===== src/rtl/alu_seq.sv =====
// rtl/alu_seq.sv - sequential ALU: single-cycle logic ops, shift-add multiply, restoring divide
module alu_seq #(
    parameter int N = 4
) (
    input  logic           clk,
    input  logic           rst,
    input  logic           start,
    input  logic [N-1:0]   a,
    input  logic [N-1:0]   b,
    input  logic [3:0]     op,
    output logic           busy,
    output logic           done,
    output logic [2*N-1:0] result,
    output logic           flag_neg,
    output logic           flag_zero,
    output logic           flag_carry,
    output logic           flag_over,
    output logic           flag_err
);

    localparam int CW = $clog2(N) + 1;

    localparam logic [3:0] OP_ADD = 4'd0;
    localparam logic [3:0] OP_SUB = 4'd1;
    localparam logic [3:0] OP_MUL = 4'd2;
    localparam logic [3:0] OP_DIV = 4'd3;
    localparam logic [3:0] OP_MOD = 4'd4;
    localparam logic [3:0] OP_AND = 4'd5;
    localparam logic [3:0] OP_OR  = 4'd6;
    localparam logic [3:0] OP_XOR = 4'd7;
    localparam logic [3:0] OP_SHL = 4'd8;
    localparam logic [3:0] OP_SHR = 4'd9;

    typedef enum logic [1:0] {IDLE, EXEC, DONE} state_t;

    state_t         state;
    logic [N-1:0]   a_r;
    logic [N-1:0]   b_r;
    logic [3:0]     op_r;
    logic [CW-1:0]  cnt;
    logic [2*N-1:0] acc;
    logic [2*N-1:0] mcand;
    logic [N-1:0]   mplier;
    logic [N-1:0]   rem_r;
    logic [N-1:0]   quo;

    logic [2*N-1:0] acc_next;
    logic [N:0]     shifted;
    logic           fits;
    logic [N-1:0]   rem_next;
    logic [N-1:0]   quo_next;
    logic           last;
    logic [N:0]     sum;
    logic [N-1:0]   diff;
    logic [2*N-1:0] res_c;
    logic           neg_c;
    logic           carry_c;
    logic           over_c;
    logic           err_c;
    logic           fin_c;

    // One iteration of the multiply and divide datapaths; both advance every EXEC cycle
    always_comb begin
        acc_next = mplier[0] ? acc + mcand : acc;
        shifted  = {rem_r, quo[N-1]};
        fits     = (shifted >= {1'b0, b_r});
        rem_next = fits ? N'(shifted - {1'b0, b_r}) : shifted[N-1:0];
        quo_next = {quo[N-2:0], fits};
        last     = (cnt == CW'(N - 1));
        sum      = {1'b0, a_r} + {1'b0, b_r};
        diff     = a_r - b_r;
    end

    always_comb begin
        res_c   = '0;
        neg_c   = 1'b0;
        carry_c = 1'b0;
        over_c  = 1'b0;
        err_c   = 1'b0;
        fin_c   = 1'b1;
        case (op_r)
            OP_ADD: begin
                res_c   = {{(N-1){1'b0}}, sum};
                carry_c = sum[N];
                over_c  = (a_r[N-1] == b_r[N-1]) && (sum[N-1] != a_r[N-1]);
            end
            OP_SUB: begin
                res_c   = {{N{1'b0}}, diff};
                neg_c   = (a_r < b_r);
                carry_c = (a_r >= b_r);
                over_c  = (a_r[N-1] != b_r[N-1]) && (diff[N-1] != a_r[N-1]);
            end
            OP_MUL: begin
                fin_c  = last;
                res_c  = acc_next;
                over_c = |acc_next[2*N-1:N];
            end
            OP_DIV: begin
                if (b_r == '0) begin
                    res_c = {{N{1'b0}}, {N{1'b1}}};
                    err_c = 1'b1;
                end else begin
                    fin_c = last;
                    res_c = {{N{1'b0}}, quo_next};
                end
            end
            OP_MOD: begin
                if (b_r == '0) begin
                    res_c = {{N{1'b0}}, a_r};
                    err_c = 1'b1;
                end else begin
                    fin_c = last;
                    res_c = {{N{1'b0}}, rem_next};
                end
            end
            OP_AND: res_c = {{N{1'b0}}, a_r & b_r};
            OP_OR:  res_c = {{N{1'b0}}, a_r | b_r};
            OP_XOR: res_c = {{N{1'b0}}, a_r ^ b_r};
            OP_SHL: begin
                res_c   = {{N{1'b0}}, a_r[N-2:0], 1'b0};
                carry_c = a_r[N-1];
            end
            OP_SHR: begin
                res_c   = {{N{1'b0}}, 1'b0, a_r[N-1:1]};
                carry_c = a_r[0];
            end
            default: err_c = 1'b1;
        endcase
    end

    always_ff @(posedge clk) begin
        if (rst) begin
            state      <= IDLE;
            busy       <= 1'b0;
            done       <= 1'b0;
            result     <= '0;
            flag_neg   <= 1'b0;
            flag_zero  <= 1'b0;
            flag_carry <= 1'b0;
            flag_over  <= 1'b0;
            flag_err   <= 1'b0;
            a_r        <= '0;
            b_r        <= '0;
            op_r       <= '0;
            cnt        <= '0;
            acc        <= '0;
            mcand      <= '0;
            mplier     <= '0;
            rem_r      <= '0;
            quo        <= '0;
        end else begin
            case (state)
                IDLE: begin
                    done <= 1'b0;
                    if (start) begin
                        a_r    <= a;
                        b_r    <= b;
                        op_r   <= op;
                        cnt    <= '0;
                        acc    <= '0;
                        mcand  <= {{N{1'b0}}, a};
                        mplier <= b;
                        rem_r  <= '0;
                        quo    <= a;
                        busy   <= 1'b1;
                        state  <= EXEC;
                    end
                end
                EXEC: begin
                    if (fin_c) begin
                        result     <= res_c;
                        flag_neg   <= neg_c;
                        flag_zero  <= (res_c == '0);
                        flag_carry <= carry_c;
                        flag_over  <= over_c;
                        flag_err   <= err_c;
                        done       <= 1'b1;
                        state      <= DONE;
                    end else begin
                        acc    <= acc_next;
                        mcand  <= mcand << 1;
                        mplier <= mplier >> 1;
                        rem_r  <= rem_next;
                        quo    <= quo_next;
                        cnt    <= cnt + CW'(1);
                    end
                end
                DONE: begin
                    done  <= 1'b0;
                    busy  <= 1'b0;
                    state <= IDLE;
                end
                default: begin
                    busy  <= 1'b0;
                    done  <= 1'b0;
                    state <= IDLE;
                end
            endcase
        end
    end

endmodule


===== config.mk =====
export PLATFORM = sky130hd
export DESIGN_NAME = alu_seq
export DESIGN_NICKNAME = d
export VERILOG_FILES = /design/src/rtl/alu_seq.sv
export SDC_FILE = /design/constraint.sdc
export NUM_CORES = 1
export LEC_CHECK = 0
export CORE_MARGIN = 4
export CORE_UTILIZATION = 29
export CTS_BUF_LIST = sky130_fd_sc_hd__clkbuf_8
export DETAILED_ROUTE_END_ITERATION = 7
export GPL_TIMING_DRIVEN = 0
export PLACE_DENSITY = 0.53
export SLEW_MARGIN = 20
export SYNTH_ARGS = -nofsm -noshare
export SYNTH_HDL_FRONTEND = slang
export SYNTH_SLANG_ARGS = --single-unit

===== constraint.sdc =====
create_clock -name clk -period 3.3 [get_ports clk]
set_clock_uncertainty 0.2 [all_clocks]
set_input_delay 0.495 -clock clk [delete_from_list [all_inputs] [get_ports clk]]
set_output_delay 0.495 -clock clk [all_outputs]
set_load 0.005 [all_outputs]

==> out/metrics.csv <==
stage,metric,value,unit
cells_and_area,Filler Cell Count,1352,
power_and_ir_drop,power per standard cell area,422.9,nW/um^2
critical_path,Crit Path Max Fanout,6,
critical_path,length in cells of the worst reg-to-reg path,9,
die,number of top-level design ports,30,
power_and_ir_drop,share of total power in the clock network,38.6,%
power_and_ir_drop,switching share of total power,29.48,%
clock_tree,number of buffers inserted during clock tree synthesis,9,
cells_and_area,Post-Layout Inst Area,4619,um^2
global_routing,global-route congestion overflow total,0,
synthesis,Avg Synthesized Cell Area,7.833,um^2
synthesis,area of the mapped netlist,3877,um^2
critical_path,capture point of the worst path,flag_zero$_SDFFE_PP0P_,
die,std cell rows,41,
global_routing,Global Route Usage Sum,16.58,%
sta,number of max-slew violations in the final report,0,
critical_path,required time at the worst-slack endpoint,3.33,ns
placed_design,Placement Setup Slack,0.1338,ns
clock_tree,# Post-CTS Setup Buffers,0,
die,initial cell density of the core,30.11,%
worst_hold_path,Worst Hold Class,reg2reg,
clock_tree,clock insertion delay at the later pin of the skew report,0.35,ns
synthesis,post-synth top area share,30.98,%
critical_path,launching element type of the critical path,register,
power_and_ir_drop,Internal,1.378,mW
route,initial DRC count,310,
critical_path,source of the worst register-to-register timing path,b_r[1]$_SDFFE_PP0P_,
synthesis,count of state elements after synthesis,60,
power_and_ir_drop,combinational fraction of design power,20.7,%
route,DR pass1 iterations,5,
synthesis,sequential element share of the synthesized area,30.98,%
synthesis,largest area contributor in the synthesized netlist,dfxtp_1,
global_routing,vias in the first global route,3634,
route,number of design rule violations left after detail routing,0,
critical_path,Crit Reg-Reg Endpoint,flag_zero$_SDFFE_PP0P_,
synthesis,Synth Instances,495,
cells_and_area,area of the multi-input gates,2471,um^2
route,routed vias,3793,
critical_path,kind of critical path,reg2reg,
cells_and_area,synth-to-layout area growth,19.14,%
power_and_ir_drop,Sequential Power Share,40.7,%
placed_design,standard cell area after detailed placement,4383,um^2
global_routing,largest net degree at the start of global routing,11,
synthesis,prevailing post-synth register cell,dfxtp_1,
die,Chip Width,123.6,um
clock_tree,CTS Buffer Depth,2,
cells_and_area,number of diodes added for antenna fixing,0,
cells_and_area,"most common cell after layout, fill and taps aside",nand2_1,
sta,Worst Max-Slew Pin Slew,0.6833,ns
synthesis,asr flop ratio synth,0,%
route,final antenna-violating net count,0,
sta,RSZ-0062 raised after global routing,no,
sta,Final Worst Setup Slack,0.1987,ns
sta,Period minus WS final,3.101,ns
cells_and_area,register area,1201,um^2
clock_tree,# resized after CTS,0,
cells_and_area,highest-count cells in the layout ignoring fill and taps,"nand2_1 (68), dfxtp_1 (60), nor2_1 (51)",
route,routed via count divided by cell count,5.327,
cells_and_area,share of layout cells above drive strength 1,6.852,%
power_and_ir_drop,net switching power of the design,0.5759,mW
synthesis,count of distinct cell types in the synthesized netlist,73,
route,detailed-route wire length per cell,16.92,um
sta,number of endpoints failing setup at the final stage,0,
route,Routed WL,12050,um
sta,timing-limited maximum frequency,322.4,MHz
global_routing,wire length of the first global-routing pass,19670,um
sta,final sum of negative setup slack,0,ns
synthesis,"EDFF count, synth",0,
die,total die area,15280,um^2
power_and_ir_drop,leakage power summed over all cells,1.682,nW
die,die boundary height,123.6,um
status,result of the run,"complete, no violations",
clock_tree,H-tree depth reported by CTS,3,
clock_tree,Clock transition at path regs,0.07,ns
critical_path,launching element of the worst setup path,b_r[1]$_SDFFE_PP0P_,
sta,count of final hold-check violations,0,
worst_hold_path,source of the worst hold timing path,result[5]$_SDFFE_PP0P_,
placed_design,DP HPWL,9432,um
synthesis,Synth Net Count,539,
synthesis,count of yosys warnings during synthesis,0,
run,max-capacitance violation count,0,
global_routing,number of antenna violations at the first check in global routing,0,
clock_tree,CTS tree,built,
cells_and_area,Nets,579,
critical_path,Crit. End Element,register,
clock_tree,CTS root buffer,clkbuf_8,
placed_design,Port Buf Inserts,29,
clock_tree,Post-CTS Hold Buffers,0,
synthesis,biggest area contributors in the synthesized netlist,"dfxtp_1 (31%), ha_1 (8.1%), nand2_1 (6.6%)",
sta,Slew Limit Headroom,54.44,%
power_and_ir_drop,worst vdd ir,190.9,uV
die,area inside the core boundary,12880,um^2
critical_path,endpoint arrival time on the critical path,3.13,ns
cells_and_area,final core utilization,35.88,%
critical_path,register-to-register setup slack,0.20,ns
clock_tree,number of clock sinks,60,
sta,share of the cycle needed by the critical path after routing,93.98,%
placed_design,global placer's final weighted congestion,0.9327,
==> routing by layer <==
metal,up-vias,GRT usage [%],share of wire (%)
met2,122,25.31,44
li1,1875,-,-
met1,1781,24.01,49
met5,-,0,0
met4,0,5.052,1.6
met3,15,2.589,5.8
==> synthesized netlist by cell type, drive strengths merged, types with 3 or more instances <==
library cell	count
a2111oi	3
a211oi	3
a21oi	47
a311oi	6
a31oi	15
a32oi	3
and3b	4
buf	11
clkbuf	19
dfxtp	60
fa	4
ha	25
inv	23
mux2i	7
nand2	68
nand2b	4
nand3	13
nor2	53
nor2b	11
nor3	13
nor3b	6
nor4	9
o211ai	6
o21ai	20
o311ai	3
or2	5
or4	3
xnor2	3
==> state kept, by name (all words and copies together), names as in the netlist, 2 cells and up <==
signal / flops
op_r: 4
cnt: 3
mplier: 4
b_r: 4
quo: 4
a_r: 4
mcand: 8
state: 2
result: 8
rem_r: 4
acc: 8
==> metrics by stage <==
| stage | power, mW | hold slack (ns) | cells |
|---|---|---|---|
| 2_1_floorplan | 1.062 | 0.2366 | 495 |
| 3_3_place_gp | 1.206 | 0.2529 | 696 |
| 3_5_place_dp | 1.207 | 0.2525 | 696 |
| 4_1_cts | 1.971 | 0.2619 | 712 |
| 5_1_grt | 2.045 | 0.2886 | 712 |
| 6_report | 1.954 | 0.2628 | 712 |
==> how the worst min path moves through the flow <==
stage	end	slack [ns]	cells after the start
detailed placement	result[5]$_SDFFE_PP0P_	0.25	2
finish	result[5]$_SDFFE_PP0P_	0.26	2
floorplan	mplier[3]$_SDFFE_PP0P_	0.24	2
CTS	result[5]$_SDFFE_PP0P_	0.26	2
global route	result[5]$_SDFFE_PP0P_	0.29	2
global placement	result[5]$_SDFFE_PP0P_	0.25	2
==> worst max-delay path, stage by stage (launching register included) <==
cell and delay, ns:
dfxtp_1 0.50, inv_1 0.25, ha_1 0.35, nor2b_1 0.14, o211a_1 0.26, nor2_2 0.26, mux2_1 0.40, o211ai_1 0.29
nor4_1 0.11, a32o_1 0.21
==> final cells by class <==
class,count,area share [%]
repair buffers,29,6.284
clock buffers,11,3.277
flip-flops and latches,60,26.00
inverters,23,1.869
clock inverters,5,1.652
well taps,172,4.659
plain buffers,30,2.763
multi-input cells,382,53.49
==> power by group through the flow <==
stage / clock network [mW] / logic, mW / registers, mW
3_3_place_gp: 0 / 0.396 / 0.810
5_1_grt: 0.796 / 0.449 / 0.801
6_report: 0.754 / 0.404 / 0.795
4_1_cts: 0.778 / 0.397 / 0.796
2_1_floorplan: 0 / 0.260 / 0.802
3_5_place_dp: 0 / 0.394 / 0.812
==> logic make-up (layout without fill, tap and decap cells) <==
| kind of cell | count (synthesis) | after routing | share of synthesized area, % |
|---|---|---|---|
| AO/OA/AOI/OAI | 134 | 134 | 22.94 |
| XOR/XNOR | 4 | 4 | 0.9037 |
| adder cells (fa/ha/maj) | 29 | 29 | 10.13 |
| buffers and inverters | 53 | 98 | 5.518 |
| flip-flops | 60 | 60 | 30.98 |
| multiplexers | 8 | 8 | 2.098 |
| AND/OR/NAND/NOR | 207 | 207 | 27.43 |
(Power assumes the default switching activity.)
==> variant 1 (same flow settings) <==
`N`: 4 -> 8.
--- a/src/rtl/alu_seq.sv
+++ b/src/rtl/alu_seq.sv
@@ -2,3 +2,3 @@
 module alu_seq #(
-    parameter int N = 4
+    parameter int N = 8
 ) (
Ports: changed (resized a, b and result); port bits go from 30 to 46. The function was not compared with the original's and may differ.
==> variant 1 against the original RTL <==
The flow now finishes with violations (negative setup slack); area after synthesis up 73%; first-iteration DRC count increased by 100%; wire length grew 100%; power grew 63%; worst setup slack worse by 0.20 ns; sequential cell count grew 45; fmax decreased by 6.1%; design area grew 78%; largest power group unchanged.
==> variant 1: results (changes against the original RTL) <==
Synthesis
  – Top cells by area, synth: dfxtp_1 31%, ha_1 8.9%, nand2_1 8.0%
  – XOR/XNOR Fraction of Synth Area: 2.21% (+1.3 points)
  – Sequential share of the synthesized area: 31.3% (+0.28 points)
  – Multiplexer share of the synthesized area: 2.75% (+0.66 points)
  – Most common library cells after synthesis: 143 x nand2_1, 105 x dfxtp_1, 88 x nor2_1, 78 x a21oi_1, 48 x ha_1
  – Synth Area in Adders: 10.1% (about the same)
  – Yosys cell types: 75 (+2.7%)
  – Synthesized Nets: 945 (+75%)
  – Post-Syn Area per Cell: 7.73 um2 (-1.3%)
  – Compound-Gate Fraction of Synth Area: 28.4% (+5.5 points)

Timing
  – Slew Viols, Final: 0 (unchanged)
  – Setup violators final: 1 (+1)
  – Post-Route Setup TNS: -0.00254 ns (-0.00254 ns)
  – Setup WS post-layout: -0.00254 ns (-0.201 ns)
  – Slew HR: 22.5% (-32 points)

Critical path
  – Critical Path Slowest Stage Cell: fa_2
  – Worst Path Max Fanout: 3 (-3)
  – R2r startpoint: mcand[0]
  – WP data arrival: 3.42 ns (+0.29 ns)
  – Crit path to: flag_zero

Placed design
  – Post-Place Worst Slack: -0.331 ns (-0.464 ns)
  – DP Wirelength: 18.7 mm (+98%)
  – Placed Area: 0.00753 mm2 (+72%)
  – Placer Congestion: 0.944 (+1.2%)

Global routing
  – GRT Overall Usage: 18.4% (+1.9 points)
  – Largest net degree at the start of global routing: 23 (+12)
  – Met1 Track Usage GR: 26.6% (+2.6 points)
  – Global-route wire length before repair: 37.1 mm (+89%)
  – Vias in the first global route: 6388 (+76%)
  – Met2 GRT Util: 29.0% (+3.6 points)
  – GRT met3 Usage: 2.40% (-0.19 points)

CTS
  – Clock latency on the worst-skew pair: 0.41 ns (+0.06 ns)
  – CTS resizes: 33 (+33)
  – Post-CTS Setup Bufs: 4 (+4)
  – Reg clk slew, reported paths: 0.13 ns (+0.06 ns)

Power and ir drop
  – Share of power burned in combinational logic: 29.5% (+8.8 points)
  – Switch share: 37.0% (+7.5 points)
  – Worst vdd ir: 0.000259 V (+36%)
  – Switch Pwr: 1.18 mW (+110%)
  – Flop+latch power: 1.39 mW (+75%)
  – Leak pwr: 3.07 nW (+83%)

Final layout
  – Nets: 1016 (+75%)
  – Fin cells: 1231 (+73%)
  – Largest regs: acc: 16 flops, mcand: 16 flops, result: 16 flops
  – FF/Latch Area: 0.00214 mm2 (+78%)
  – FILL cells: 2404 (+78%)
  – Fraction of layout cells with a size suffix above 1: 14.9% (+8.1 points)

Routing
  – Initial DRC Count: 622 (+100%)
  – DRT met1 WL: 11.6 mm (+96%)
  – Drt wl/cell: 19.7 um (+16%)
  – Routed wl met3: 1.44 mm (+110%)

Run status
  – Failing checks: negative setup slack
  – Status: finished, violations left

Min path
  – Hold Crit Class: reg -> reg
variant 1: changes by cell type after synthesis, sizes merged, moves of 8 or more:
cell,before,now
nand2,68,144
dfxtp,60,105
nor2,53,89
a21oi,47,78
o21ai,20,47
ha,25,48
clkbuf,19,36
a31oi,15,29
a211oi,3,14
a22o,0,11
inv,23,34
nand2b,4,12
variant 1: final cells by class:
type	count	area share, %
Multi-Input combinational cell	678	55.5
Sequential cell	105	26.0
Timing Repair Buffer	65	7.46
Tap cell	285	4.33
Buffer	48	2.45
Inverter	34	1.69
Clock buffer	9	1.51
Clock inverter	7	1.14
variant 1: worst min-delay path by stage:
stage	slack, ns	end	from
floorplan	0.24	mplier[7]	mplier[7]
CTS	0.26	flag_neg	flag_neg
global route	0.28	flag_neg	flag_neg
global placement	0.24	flag_neg	flag_neg
detailed placement	0.25	flag_neg	flag_neg
finish	0.26	flag_neg	flag_neg
==> variant 2 (config.mk and constraints unchanged) <==
Without the edit above. Register the output `flag_over` once more, with the module's reset; this adds one clock of latency there. The other outputs are not delayed to match.
--- a/src/rtl/alu_seq.sv
+++ b/src/rtl/alu_seq.sv
@@ -35,2 +35,4 @@
 
+    logic flag_over_s0;
+
     state_t         state;
@@ -139,3 +141,3 @@
             flag_carry <= 1'b0;
-            flag_over  <= 1'b0;
+            flag_over_s0 <= 1'b0;
             flag_err   <= 1'b0;
@@ -174,3 +176,3 @@
                         flag_carry <= carry_c;
-                        flag_over  <= over_c;
+                        flag_over_s0 <= over_c;
                         flag_err   <= err_c;
@@ -201,2 +203,10 @@
 
+    always_ff @(posedge clk) begin
+        if (rst) begin
+            flag_over <= '0;
+        end else begin
+            flag_over <= flag_over_s0;
+        end
+    end
+
 endmodule
Behaviour: not the same (a bounded check fails within 4 cycles, from zero or initial values and one cycle with rst high).
==> variant 2 against the original RTL <==
Area after synthesis is 1.4% higher; power is 2.7% higher; first-iteration DRC count is 30% lower; sequential cell count is 1 higher; fmax is 5.6% higher; design area is 0.81% higher; worst setup slack better by 0.16 ns; global-route usage is 0.96 points lower; wire length is 0.85% higher; cell count is 2.9% lower.
==> variant 2: results (changes against the original RTL) <==
Run status
  – Status: complete, no violations

Critical path
  – WP data arrival: 2.94 ns (-0.19 ns)
  – CP startpoint: acc[0]
  – Worst r2r path cells: 8 (-1)
  – RR Endpoint: flag_over_s0
  – Max stage delay on crit path: 0.59 ns (+0.09 ns)
  – R2R setup slack: 0.36 ns (+0.16 ns)
  – Critical Path Slowest Stage Cell: a2111oi_1

Placed design
  – DP Wirelength: 9.39 mm (-0.49%)
  – Inst Count DP: 676 (-2.9%)
  – Post-Place Worst Slack: 0.382 ns (+0.248 ns)
  – Placer Congestion: 0.936 (+0.36%)

Final layout
  – Fraction of layout cells with a size suffix above 1: 9.32% (+2.5 points)
  – Nets: 555 (-4.1%)
  – FILL cells: 1411 (+4.4%)

Synthesis
  – Synthesized Nets: 515 (-4.5%)
  – Sequential share of the synthesized area: 31.1% (+0.075 points)
  – Most common library cells after synthesis: 65 x nand2_1, 61 x dfxtp_1, 39 x nor2_1, 33 x a21oi_1, 25 x ha_1
  – Cells after Synth: 471 (-4.8%)
  – Top cells by area, synth: dfxtp_1 31%, ha_1 8.0%, nand2_1 6.2%

Power and ir drop
  – Worst vdd ir: 0.000196 V (+2.7%)
  – Leak pwr: 1.74 nW (+3.5%)
  – Comb pwr: 0.453 mW (+12%)
  – Power per Cell Area: 431 mW/mm2 (+1.9%)
  – Clock group share of total power: 36.9% (-1.7 points)

Global routing
  – Global-route wire length before repair: 19.5 mm (-0.81%)
  – Vias in the first global route: 3662 (+0.77%)
  – Met2 GRT Util: 24.6% (-0.73 points)
  – GRT Overall Usage: 15.6% (-0.96 points)

Routing
  – Routed wl met3: 545 um (-22%)
  – Initial DRC Count: 216 (-30%)
  – WL met2: 5.45 mm (+3.7%)
  – DRT met1 WL: 5.94 mm (+0.64%)

Timing
  – WHS: 0.256 ns (-0.00700 ns)

Min path
  – Worst Min Path Start: result[7]
  – Worst Hold End: result[7]
==> variant 2: changes by cell type in the layout (fill, tap and decap cells not counted), moves of 6 or more <==
| cell | before | now |
|---|---|---|
| nor4_1 | 8 | 2 |
| a31oi_1 | 15 | 8 |
| nor2_1 | 51 | 39 |
| clkbuf_1 | 19 | 13 |
| o21ai_1 | 7 | 0 |
| a21oi_1 | 47 | 33 |
| a22o_1 | 0 | 8 |
| nand2b_1 | 4 | 10 |
==> variant 2: cell type report <==
cell class                 instances  share of cell area (%)
tap                              176                    4.73
clock buffer                      10                    2.96
buffer                            28                    3.12
timing repair buffer              29                    6.23
inverter                          22                    1.77
clock inverter                     5                    1.64
sequential                        61                    26.2
multi-input combinational        360                    53.3
==> variant 2: logic make-up (layout without fill, tap and decap cells) <==
kind of cell	after synthesis	in the layout	share of synthesized area (%)
compound gates	140	140	27.1
fa+ha+maj	29	29	9.99
flops	61	61	31.1
xor+xnor	4	4	0.891
buf+inv	50	94	5.79
mux	7	7	1.81
simple gates	180	180	23.4
